===== config.mk =====
export PLATFORM = sky130hd
export DESIGN_NAME = keypad_scan
export DESIGN_NICKNAME = d
export VERILOG_FILES = /design/src/rtl/calc_pkg.sv /design/src/rtl/tick_gen.sv /design/src/rtl/keypad_scan.sv
export SDC_FILE = /design/constraint.sdc
export NUM_CORES = 1
export LEC_CHECK = 0
export CAP_MARGIN = 10
export CORE_MARGIN = 8
export CORE_UTILIZATION = 53
export DETAILED_ROUTE_END_ITERATION = 8
export DONT_BUFFER_PORTS = 1
export GPL_ROUTABILITY_DRIVEN = 0
export PLACE_DENSITY = 0.66
export SYNTH_ARGS = -nofsm -noshare
export SYNTH_HDL_FRONTEND = slang
export SYNTH_SLANG_ARGS = --single-unit

===== constraint.sdc =====
create_clock -name clk -period 2.9 [get_ports clk]
set_clock_uncertainty 0.15 [all_clocks]
set_input_delay 0.29 -clock clk [delete_from_list [all_inputs] [get_ports clk]]
set_output_delay 0.29 -clock clk [all_outputs]
set_load 0.05 [all_outputs]

===== src/rtl/calc_pkg.sv =====
// rtl/calc_pkg.sv - key codes, scan states and keymap shared by the keypad scanner
package calc_pkg;

    localparam logic [3:0] KEY_0    = 4'h0;
    localparam logic [3:0] KEY_1    = 4'h1;
    localparam logic [3:0] KEY_2    = 4'h2;
    localparam logic [3:0] KEY_3    = 4'h3;
    localparam logic [3:0] KEY_4    = 4'h4;
    localparam logic [3:0] KEY_5    = 4'h5;
    localparam logic [3:0] KEY_6    = 4'h6;
    localparam logic [3:0] KEY_7    = 4'h7;
    localparam logic [3:0] KEY_8    = 4'h8;
    localparam logic [3:0] KEY_9    = 4'h9;
    localparam logic [3:0] KEY_A    = 4'hA;
    localparam logic [3:0] KEY_B    = 4'hB;
    localparam logic [3:0] KEY_C    = 4'hC;
    localparam logic [3:0] KEY_D    = 4'hD;
    localparam logic [3:0] KEY_STAR = 4'hE;
    localparam logic [3:0] KEY_HASH = 4'hF;

    typedef enum logic [1:0] {
        SCAN,
        DEBOUNCE,
        HELD,
        RELEASE
    } scan_state_t;

    // Indexed [row][col]; row 0 is the top row of the keypad.
    localparam logic [3:0] KEYMAP [4][4] = '{
        '{KEY_1,    KEY_2, KEY_3,    KEY_A},
        '{KEY_4,    KEY_5, KEY_6,    KEY_B},
        '{KEY_7,    KEY_8, KEY_9,    KEY_C},
        '{KEY_STAR, KEY_0, KEY_HASH, KEY_D}
    };

    // Moves the single driven (low) column one position up, wrapping 3 -> 0.
    function automatic logic [3:0] rotate_col(input logic [3:0] c);
        return {c[2:0], c[3]};
    endfunction

endpackage


===== src/rtl/tick_gen.sv =====
// rtl/tick_gen.sv - free-running divider producing a one-cycle tick at the end of each slot
module tick_gen #(
    parameter int DIV = 50000
) (
    input  logic clk,
    input  logic reset,
    output logic tick
);

    localparam int W = (DIV > 1) ? $clog2(DIV) : 1;
    localparam logic [W-1:0] LAST = W'(DIV - 1);

    logic [W-1:0] div_cnt;

    // Count 0..DIV-1 and wrap; the last count of the slot is the tick cycle.
    always_ff @(posedge clk or posedge reset) begin
        if (reset)
            div_cnt <= '0;
        else if (div_cnt == LAST)
            div_cnt <= '0;
        else
            div_cnt <= div_cnt + 1'b1;
    end

    assign tick = (div_cnt == LAST);

endmodule


===== src/rtl/keypad_scan.sv =====
// rtl/keypad_scan.sv - 4x4 keypad column scanner with debounce and one strobe per press
module keypad_scan
    import calc_pkg::*;
#(
    parameter int SCAN_DIV     = 50000,
    parameter int DEBOUNCE_CNT = 10
) (
    input  logic       clk,
    input  logic       reset,
    input  logic [3:0] row,
    output logic [3:0] col,
    output logic [3:0] key_code,
    output logic       key_valid,
    output logic       key_held
);

    localparam int CW = $clog2(DEBOUNCE_CNT + 1);
    localparam logic [CW-1:0] CNT_ONE  = CW'(1);
    localparam logic [CW-1:0] CNT_LAST = CW'(DEBOUNCE_CNT - 1);

    logic [3:0]    row_meta;
    logic [3:0]    rs;
    logic          tick;
    scan_state_t   state, state_n;
    logic [CW-1:0] cnt, cnt_n;
    logic [1:0]    row_l, row_l_n;
    logic [1:0]    col_l, col_l_n;
    logic [3:0]    col_n;
    logic [3:0]    code_n;
    logic          held_n;
    logic          valid_n;
    logic          any_low;
    logic [1:0]    low_idx;
    logic [1:0]    col_idx;

    tick_gen #(.DIV(SCAN_DIV)) u_tick_gen (
        .clk   (clk),
        .reset (reset),
        .tick  (tick)
    );

    // Two-flop synchroniser; resets to the idle (all pulled-up) pattern.
    always_ff @(posedge clk or posedge reset) begin
        if (reset) begin
            row_meta <= 4'hF;
            rs       <= 4'hF;
        end else begin
            row_meta <= row;
            rs       <= row_meta;
        end
    end

    // Lowest-index low row wins when several rows are pulled low together.
    always_comb begin
        any_low = (rs != 4'hF);
        low_idx = 2'd0;
        for (int r = 3; r >= 0; r--)
            if (!rs[r]) low_idx = 2'(r);
    end

    // Index of the column currently being driven low.
    always_comb begin
        col_idx = 2'd0;
        for (int c = 0; c < 4; c++)
            if (!col[c]) col_idx = 2'(c);
    end

    // State and output registers.
    always_ff @(posedge clk or posedge reset) begin
        if (reset) begin
            state     <= SCAN;
            cnt       <= '0;
            col       <= 4'b1110;
            row_l     <= 2'd0;
            col_l     <= 2'd0;
            key_code  <= 4'h0;
            key_held  <= 1'b0;
            key_valid <= 1'b0;
        end else begin
            state     <= state_n;
            cnt       <= cnt_n;
            col       <= col_n;
            row_l     <= row_l_n;
            col_l     <= col_l_n;
            key_code  <= code_n;
            key_held  <= held_n;
            key_valid <= valid_n;
        end
    end

    // Scan / debounce decisions, taken only on the slot tick.
    always_comb begin
        state_n = state;
        cnt_n   = cnt;
        col_n   = col;
        row_l_n = row_l;
        col_l_n = col_l;
        code_n  = key_code;
        held_n  = key_held;
        valid_n = 1'b0;
        if (tick) begin
            case (state)
                SCAN: begin
                    if (!any_low) begin
                        col_n = rotate_col(col);
                    end else begin
                        row_l_n = low_idx;
                        col_l_n = col_idx;
                        cnt_n   = CNT_ONE;
                        state_n = DEBOUNCE;
                    end
                end
                DEBOUNCE: begin
                    if (any_low && low_idx == row_l) begin
                        cnt_n = cnt + 1'b1;
                        if (cnt == CNT_LAST) begin
                            code_n  = KEYMAP[row_l][col_l];
                            valid_n = 1'b1;
                            held_n  = 1'b1;
                            state_n = HELD;
                        end
                    end else begin
                        cnt_n   = '0;
                        col_n   = rotate_col(col);
                        state_n = SCAN;
                    end
                end
                HELD: begin
                    if (!any_low) begin
                        cnt_n   = CNT_ONE;
                        state_n = RELEASE;
                    end
                end
                RELEASE: begin
                    if (!any_low) begin
                        if (cnt == CNT_LAST) begin
                            cnt_n   = '0;
                            held_n  = 1'b0;
                            col_n   = rotate_col(col);
                            state_n = SCAN;
                        end else begin
                            cnt_n = cnt + 1'b1;
                        end
                    end else if (!rs[row_l]) begin
                        cnt_n   = '0;
                        state_n = HELD;
                    end
                end
                default: state_n = SCAN;
            endcase
        end
    end

endmodule


### After elaboration in Yosys (flattened, before gate mapping)

Index checks and enable logic that the tools add are counted.

* output and inout bits: 10
* bits in registers: 44
* bits of input ports: 6

* equal/unequal tests: 18
* reduce and logical (&&, ||, !) cells: 10
* muxes and demuxes: 45
* bitwise operators: 2
* magnitude comparators: 3
* add/subtract/negate cells: 2

Operator list (count)
* $mux 16: 3
* $mux 4: 12
* $bmux 16 s2: 1
* $mux 2: 13
* $reduce_and 6->1: 3
* $add 16x1->16 const B: 1
* $eq 16x16->1 const B: 1
* $ne 2x2->1 const B: 8
* $pmux 4 s4: 1
* $pmux 4 s3: 1
* $mux 1: 10
* $ne 3x3->1 const B: 3
* $bmux 4 s2: 1
* $pmux 2 s4: 1
* $reduce_and 4->1: 2
* $ge 3x3->1 const B: 2
* $not 2->3: 2
* $add 4x1->4 const B: 1
* $eq 2x2->1 const B: 2
* $eq 4x4->1 const B: 1
* $ne 4x4->1 const B: 1
* $lt 2x3->1 const B: 1
* $reduce_and 3->1: 1
* $reduce_bool 3->1: 1
* 7 further kinds: 7

### Logic depth before layout (Yosys ltp)

Gate-level depths: netlist (run 1).

* depth after elaboration: 9
* depth in mapped cells: 7
* gate-level depth less buffers: 7

### Hierarchy

A second synthesis (run 1) with hierarchy kept.

* cell total of the unflattened synthesis: 198
* area, all modules: 2154.6 µm²

Modules (own cells, without submodules)
* keypad_scan: seq. area each 714.4 µm², area each 1357.6 µm², cells each 128, instances 1
* tick_gen: seq. area each 400.4 µm², area each 797.0 µm², cells each 70, instances 1

### Least setup slack after synthesis (run 1)

No wires, ideal clock.

* path type: reg2reg
* from: register rs[0]
* to: register key_code[2]
* data arrival time: 2.019 ns
* data required time: 2.623 ns
* clock period less this slack: 2.297 ns
* slack: 0.603 ns
* library setup time: 0.128 ns
* cell stages (with the launch flop): 7
* cells stage by stage: dfstp_2 -> clkbuf_1 -> a31oi_1 -> nor4_2 -> and3_1 -> buf_2 -> mux2_1

* longest elaborated chain between the ends: 4

Ends and longest elaborated chain
* from (decl): line keypad_scan.sv:22 `logic [3:0] rs;`
* from (signal assigned): line keypad_scan.sv:49 `rs <= row_meta;`
* $mux 2: line keypad_scan.sv:58 `if (!rs[r]) low_idx = 2'(r);`
* $eq 2x2->1: line keypad_scan.sv:114 `if (any_low && low_idx == row_l) begin`
* $logic_and 1x1->1 (*): line keypad_scan.sv:114
* $reduce_and 4->1 (no line) (*)
* to (signal assigned): line keypad_scan.sv:85 `key_code <= code_n;`
* to (decl): line keypad_scan.sv:12 `output logic [3:0] key_code,`

Every way passes the cells marked *; elsewhere a longest branch is shown, timed or not.
A chain may end at the register's enable or synchronous reset.

### Worst setup path after layout (run 1)

* from: register u_tick_gen.div_cnt[7]
* to: register key_code[2]

* longest elaborated chain between the ends: 2

Ends and longest elaborated chain
* from (decl): line tick_gen.sv:13 `logic [W-1:0] div_cnt;`
* from (signal assigned): line tick_gen.sv:22 `div_cnt <= div_cnt + 1'b1;`
* $eq 16x16->1: line tick_gen.sv:25 `assign tick = (div_cnt == LAST);`
* $reduce_and 4->1 (no line)

Every way passes these cells.

==> results of run 1 <==
-- final cells by class --
type,count,share of cell area
well taps,50,0.0267
clock buffers,5,0.0294
flip-flops and latches,44,0.476
inverters,11,0.0176
multi-input cells,139,0.413
clock inverters,3,0.0101
repair buffers,7,0.0278
-- kinds of logic (layout without fill, tap and decap cells) --
logic type | after synthesis | in the layout | share of synthesized area
DFF | 44 | 44 | 0.517
AOI/OAI and AO/OA | 34 | 34 | 0.0986
adders and majority gates | 3 | 3 | 0.0174
muxes | 13 | 13 | 0.0719
buffers and inverters | 19 | 26 | 0.0354
and+or+nand+nor | 74 | 74 | 0.199
xor gates and xnor gates | 15 | 15 | 0.0609
-- through the flow --
stage          hold slack (ns)  instances  worst slack (ns)  instance area, um^2
2_1_floorplan            0.144        202             0.603                 2160
3_3_place_gp             0.145        246             0.563                 2200
3_5_place_dp             0.145        246             0.489                 2200
4_1_cts                  0.208        259             0.491                 2340
5_1_grt                  0.214        259             0.420                 2340
6_report                 0.206        259             0.510                 2340
-- layer usage --
metal / global-route usage / vias to the layer above
met1: 0.173 / 717
met2: 0.196 / 45
met5: 0 / -
li1: - / 729
met4: 0.0745 / 0
met3: 0.0383 / 10
-- final timing paths --
path                                                       from                       to  slack, ns  depth (start not counted)
worst max-delay path            u_tick_gen.div_cnt[7]$_DFF_PP0_  key_code[2]$_DFFE_PP0P_       0.51                          4
max in group asynchronous                                 reset    row_meta[2]$_DFF_PP1_       1.84                          3
worst max register to register  u_tick_gen.div_cnt[7]$_DFF_PP0_  key_code[2]$_DFFE_PP0P_       0.51                          4
min in group asynchronous                                 reset     row_l[1]$_DFFE_PP0P_       0.40                          3
worst min-delay path                      row_meta[1]$_DFF_PP1_          rs[1]$_DFF_PP1_       0.21                          0
worst min register to register            row_meta[1]$_DFF_PP1_          rs[1]$_DFF_PP1_       0.21                          0
-- critical path: stages, from the launching register on --
cell and delay, ns:
dfrtp_1 0.43, or4b_4 0.58, nor4_2 0.41, and3_1 0.36, mux2_1 0.35
-- synthesized netlist by cell type (all sizes together), types with 2 or more instances --
cell type,instances,share of area
a21oi,7,0.016
a22oi,3,0.010
a31oi,3,0.0087
and3,4,0.012
buf,3,0.0070
clkbuf,5,0.0093
dfrtp,33,0.38
dfstp,11,0.13
ha,3,0.017
inv,11,0.019
mux2,10,0.052
mux2i,2,0.0093
nand2,15,0.026
nand2b,4,0.012
nand3,10,0.023
nand4,8,0.023
nor2,17,0.030
nor2b,4,0.012
nor4,3,0.021
o21ai,10,0.023
o31ai,2,0.0070
xnor2,8,0.032
xor2,7,0.028
-- registers in the layout (all words and copies together) (netlist names) --
register and cells:
cnt 4, col_l 2, col 4, row_l 2, key_valid 1, key_held 1, u_tick_gen.div_cnt 16, rs 4
state 2, key_code 4, row_meta 4
-- power groups by stage --
stage | clock network [mW] | registers (mW) | logic, mW
after global routing | 0.435 | 0.631 | 0.0301
final | 0.398 | 0.629 | 0.0259
after detailed placement | 0 | 0.641 | 0.0215
after global placement | 0 | 0.640 | 0.0209
after floorplan | 0 | 0.638 | 0.0177
after CTS | 0.416 | 0.629 | 0.0269
==> impl_results.md, run 1 <==
- FILL cells: 341
- Outcome: finished, final reports clean
- Hpwl dp: 2820 um
- CTS Buf Count: 5
- Post-synth EDFFs: 0
- Met2 WL: 1790 um
- Initial antenna violation count: 0
- Buffers added on ports: 0
- Yosys warnings: 0
- Vert. Die Dim: 79.8 um
- Share of flip-flops with an asynchronous set or reset: 1.00
- Switching pwr: 0.244 mW
- Syn_area_per_cell: 10.7 um^2
- CP Max Fanout: 5
- Maximum clock insertion buffer count: 2
- Combinational share of power: 0.025
- DRC viols: 0
- CTS Hold Bufs: 5
- Die Footprint: 0.00637 mm^2
- Met1 wire length: 1810 um
- Initial Util: 0.543
- Final core utilization: 0.590
- First-pass GRT wire length: 6690 um
- Slew margin rel.: 0.531
- Commonest cells after routing, fill and taps aside: dfrtp_1 (33), nor2_1 (17), nand2_1 (15), inv_1 (11), dfstp_2 (11)
- Clk Latency, worst-skew pair: 0.30 ns
- Sum Neg Setup Slack: 0 ns
- Crit start category: register
- Worst hold path type: reg2reg
- Fin. max-slew vios: 0
- DRT Pass-1 Iters: 4
- Mapped cell area: 0.00216 mm^2
- Final Critical Period: 2.39 ns
- TritonCTS clock tree: done
- Req. time, crit path: 2.94 ns
- Total power: 1.05 mW
- Vias per inst: 5.80
- Clock transition at path regs: 0.09 ns
- Diode count: 0
- Avg WL per Cell: 15.0 um
- Post-route ant nets: 0
- DR vias: 1501
- Met3 WL: 191 um
- Nets@finish: 217
- Worst setup EP type: register
- Worst Tran Pin Value: 0.694 ns
- F_max: 418 MHz
- Clock Power Share: 0.378
- Post_cts resized: 0
- CTS H-Tree Depth: 2
- Most used flip-flop cell after synthesis: dfrtp_1
- Mapped Cells: 202
- Unique cell type count in the Yosys netlist: 46
- Largest net degree at the start of global routing: 45
- Leakage: 0.977 nW
- Flops & latches, synth: 44
- Register area share after synthesis: 0.517
- Initial DRC count: 87
- Kind of critical path: reg2reg
- Core ar.: 0.00397 mm^2
- Rows: 23
- Design internal power: 0.809 mW
- I/O Pins: 16
- Syn nets: 211
- GR Util All Layers: 0.134
- CTS sink count: 44
- VDD IR max: 0.000336 V
- Vias in the first global route: 1422
- Max Cap Viol: 0
- Crit path DAT: 2.43 ns
- Top Layer Used: met4
- Layout cells sized above 1: 0.139
- Setup violators final: 0
- Flop pwr share: 0.597
- RSZ-0062 raised after global routing: false
- Area grow syn2layout: 8.58%
- Remaining global-route overflow: 0
- Final Cycle Share: 0.824
- Die width: 79.8 um
- Seq. cell area: 0.00111 mm^2
- Commonest non-fill, non-tap cell in the layout: dfrtp_1
- Post-CTS Setup Inserts: 0
- Routed WL: 3890 um
- Final hold vios: 0
- Area occupied by multi-input gates: 967 um^2
- Sw Share: 0.232
- CTS root buf: clkbuf_8
- Pwr Density: 450 mW/mm^2
No activity file was read; power rests on OpenSTA's default activity.
==> inputs of run 2 (changes only) <==
--- a/config.mk
+++ b/config.mk
@@ -11,7 +11,7 @@
 export DETAILED_ROUTE_END_ITERATION = 8
 export DONT_BUFFER_PORTS = 1
 export GPL_ROUTABILITY_DRIVEN = 0
-export PLACE_DENSITY = 0.66
+export PLACE_DENSITY = 0.69
 export SYNTH_ARGS = -nofsm -noshare
 export SYNTH_HDL_FRONTEND = slang
 export SYNTH_SLANG_ARGS = --single-unit
==> constraint.sdc (replaced) <==
create_clock -name clk -period 2 [get_ports clk]
set_clock_uncertainty 0.15 [all_clocks]
set_input_delay 0.2 -clock clk [delete_from_list [all_inputs] [get_ports clk]]
set_output_delay 0.2 -clock clk [all_outputs]
set_load 0.05 [all_outputs]
==> run 2 against run 1 <==
The flow now finishes with violations (setup timing); worst hold slack improved by 0.0018 ns; critical path depth rose by 1; design area up 25%; utilization grew 14 points; critical path type unchanged.
==> impl_results.md, run 2 (synthesized netlist as in run 1, its figures left out) <==
- Worst hold path type: reg2reg (unchanged)
- Initial DRC count: 125 (was 87)
- Reg-to-reg critical path startpoint: u_tick_gen.div_cnt[4]$_DFF_PP0_ (was u_tick_gen.div_cnt[7]$_DFF_PP0_)
- Vert. Die Dim: 79.8 um (unchanged)
- Total power: 1.90 mW (was 1.05 mW)
- Max Cap Viol: 0 (unchanged)
- CP Max Fanout: 4 (was 5)
- Crit start category: register (unchanged)
- Worst setup endpoint: col[0]$_DFFE_PP0P_ (was key_code[2]$_DFFE_PP0P_)
- Crit path largest cell delay: 0.56 ns (was 0.58 ns)
- Final WS setup: -0.258 ns (was 0.510 ns)
- CTS sink count: 44 (unchanged)
- Diode count: 0 (unchanged)
- Reg with most FFs: u_tick_gen.div_cnt (unchanged)
- Slowest CP cell: or4b_4 (unchanged)
- Commonest non-fill, non-tap cell in the layout: buf_4 (was dfrtp_1)
- VDD IR max: 0.000518 V (was 0.000336 V)
- Remaining global-route overflow: 0 (unchanged)
- Met3 WL: 340 um (was 191 um)
- Fin. max-slew vios: 0 (unchanged)
- TritonCTS clock tree: done (unchanged)
- Top Layer Used: met4 (unchanged)
- DRT Pass-1 Iters: 4 (unchanged)
- Initial antenna violation count: 0 (unchanged)
- Worst setup EP type: register (unchanged)
- Final Cycle Share: 1.13 (was 0.824)
- Core ar.: 0.00397 mm^2 (unchanged)
- Die width: 79.8 um (unchanged)
- Layout cells sized above 1: 0.387 (was 0.139)
- Final Critical Period: 2.26 ns (was 2.39 ns)
- Crit. Startpoint: u_tick_gen.div_cnt[4]$_DFF_PP0_ (was u_tick_gen.div_cnt[7]$_DFF_PP0_)
- F_max: 443 MHz (was 418 MHz)
- Number of stages on the worst setup path: 5 (was 4)
- Req. time, crit path: 2.03 ns (was 2.94 ns)
- Reg2Reg Setup Slack: -0.26 ns (was 0.51 ns)
- Reg2reg path depth: 5 (was 4)
- Clock transition at path regs: 0.09 ns (about the same)
- CP delay by family, top: simple AND/OR/NAND/NOR gates (unchanged)
- Buffers added on ports: 0 (unchanged)
- Place WS: -0.315 ns (was 0.489 ns)
- Number of buffers and inverters on the critical path: 1 (was 0)
- Slew margin rel.: 0.639 (was 0.531)
- Outcome: finished with violations (was finished, final reports clean)
- I/O Pins: 16 (unchanged)
- DR vias: 1746 (was 1501)
- Area grow syn2layout: 35.2% (was 8.58%)
- RSZ-0062 raised after global routing: true (was false)
- Initial Util: 0.543 (unchanged)
- Crit path DAT: 2.29 ns (was 2.43 ns)
- Die Footprint: 0.00637 mm^2 (unchanged)
- Post-route ant nets: 0 (unchanged)
- Met2 WL: 2770 um (was 1790 um)
- Largest register FFs: 16 (unchanged)
- Worst Tran Pin Value: 0.540 ns (was 0.694 ns)
- Largest net degree at the start of global routing: 45 (unchanged)
- Hpwl dp: 3410 um (was 2820 um)
- Failing checks: setup timing
- Worst r2r dst: col[0]$_DFFE_PP0P_ (was key_code[2]$_DFFE_PP0P_)
- Routed WL: 5440 um (was 3890 um)
- Maximum clock insertion buffer count: 2 (unchanged)
- CTS Buf Count: 5 (unchanged)
- Final hold vios: 0 (unchanged)
- Sum Neg Setup Slack: -3.11 ns (was 0 ns)
- CTS H-Tree Depth: 2 (unchanged)
- Met1 wire length: 2180 um (was 1810 um)
- Nets@finish: 261 (was 217)
- Cell Chain, Critical Path: or4b_4 > buf_6 > nor4_4 > nor3b_4 > mux2_4 (was or4b_4 > nor4_2 > and3_1 > mux2_1)
- CTS root buf: clkbuf_8 (unchanged)
- Avg WL per Cell: 18.0 um (was 15.0 um)
- Setup violators final: 27 (was 0)
- First-pass GRT wire length: 8870 um (was 6690 um)
- Vias per inst: 5.76 (was 5.80)
- Kind of critical path: reg2reg (unchanged)
- Clk Latency, worst-skew pair: 0.30 ns (about the same)
- Final hold slack: 0.208 ns (was 0.206 ns)
- DRC viols: 0 (unchanged)
- Commonest cells after routing, fill and taps aside: buf_4 (42), dfrtp_1 (33), nor2_1 (17), nand2_1 (13) (was dfrtp_1 (33), nor2_1 (17), nand2_1 (15), inv_1 (11), dfstp_2 (11))
- Vias in the first global route: 1844 (was 1422)
- Pwr Density: 651 mW/mm^2 (was 450 mW/mm^2)
- GR Util All Layers: 0.175 (was 0.134)
- Leakage: 1.28 nW (was 0.977 nW)
- Rows: 23 (unchanged)
run 2: cell types whose count changed in the layout (fill, tap and decap cells not counted), moves of 3 or more:
cell / delta
bufinv_16: +3
o21ai_0: -3
nand3_1: -3
o21ai_2: +3
buf_4: +40
mux2_1: -5
buf_6: +4
mux2_4: +5
run 2: report_power, final:
group          switching (mW)  internal, mW
sequential            0.00953         0.904
combinational          0.0306        0.0197
clock                   0.312         0.624
total                   0.352          1.55
run 2: how the worst min path moves through the flow:
stage                          startpoint                     to  slack, ns  cells past startpoint
finish              row_meta[3]$_DFF_PP1_        rs[3]$_DFF_PP1_       0.21                      0
global route        row_meta[3]$_DFF_PP1_        rs[3]$_DFF_PP1_       0.21                      0
CTS                 row_meta[3]$_DFF_PP1_        rs[3]$_DFF_PP1_       0.21                      0
detailed placement                 row[0]  row_meta[0]$_DFF_PP1_       0.05                      0
global placement                   row[0]  row_meta[0]$_DFF_PP1_       0.05                      0
floorplan                          row[0]  row_meta[0]$_DFF_PP1_       0.05                      0
run 2: routing by layer:
| metal | GRT usage | vias up |
|---|---|---|
| met2 | 0.302 | 61 |
| met4 | 0.0782 | 0 |
| met3 | 0.0552 | 16 |
| met5 | 0 | - |
| li1 | - | 811 |
| met1 | 0.193 | 858 |
run 2: cell type report:
cell class                 count  area (um^2)
multi-input combinational    139         1130
sequential                    44         1110
fill                         253         1050
timing repair buffer          51          410
clock inverter                 3         90.1
clock buffer                   5         68.8
tap                           50         62.6
inverter                      11         41.3
run 2: timing repair:
action	in CTS	in global routing
hold buffers	5	0
setup endpoints to repair	19	29
pin swaps	8	6
resized for setup	26	7
endpoints found under the hold margin	37	0
buffers inserted	6	0
run 2: stage by stage:
step | cell area (um^2) | util | cells
global route | 2920 | 0.735 | 303
finish | 2920 | 0.735 | 303
detailed placement | 2530 | 0.638 | 285
CTS | 2910 | 0.732 | 304
global placement | 2530 | 0.638 | 285
floorplan | 2220 | - | 202
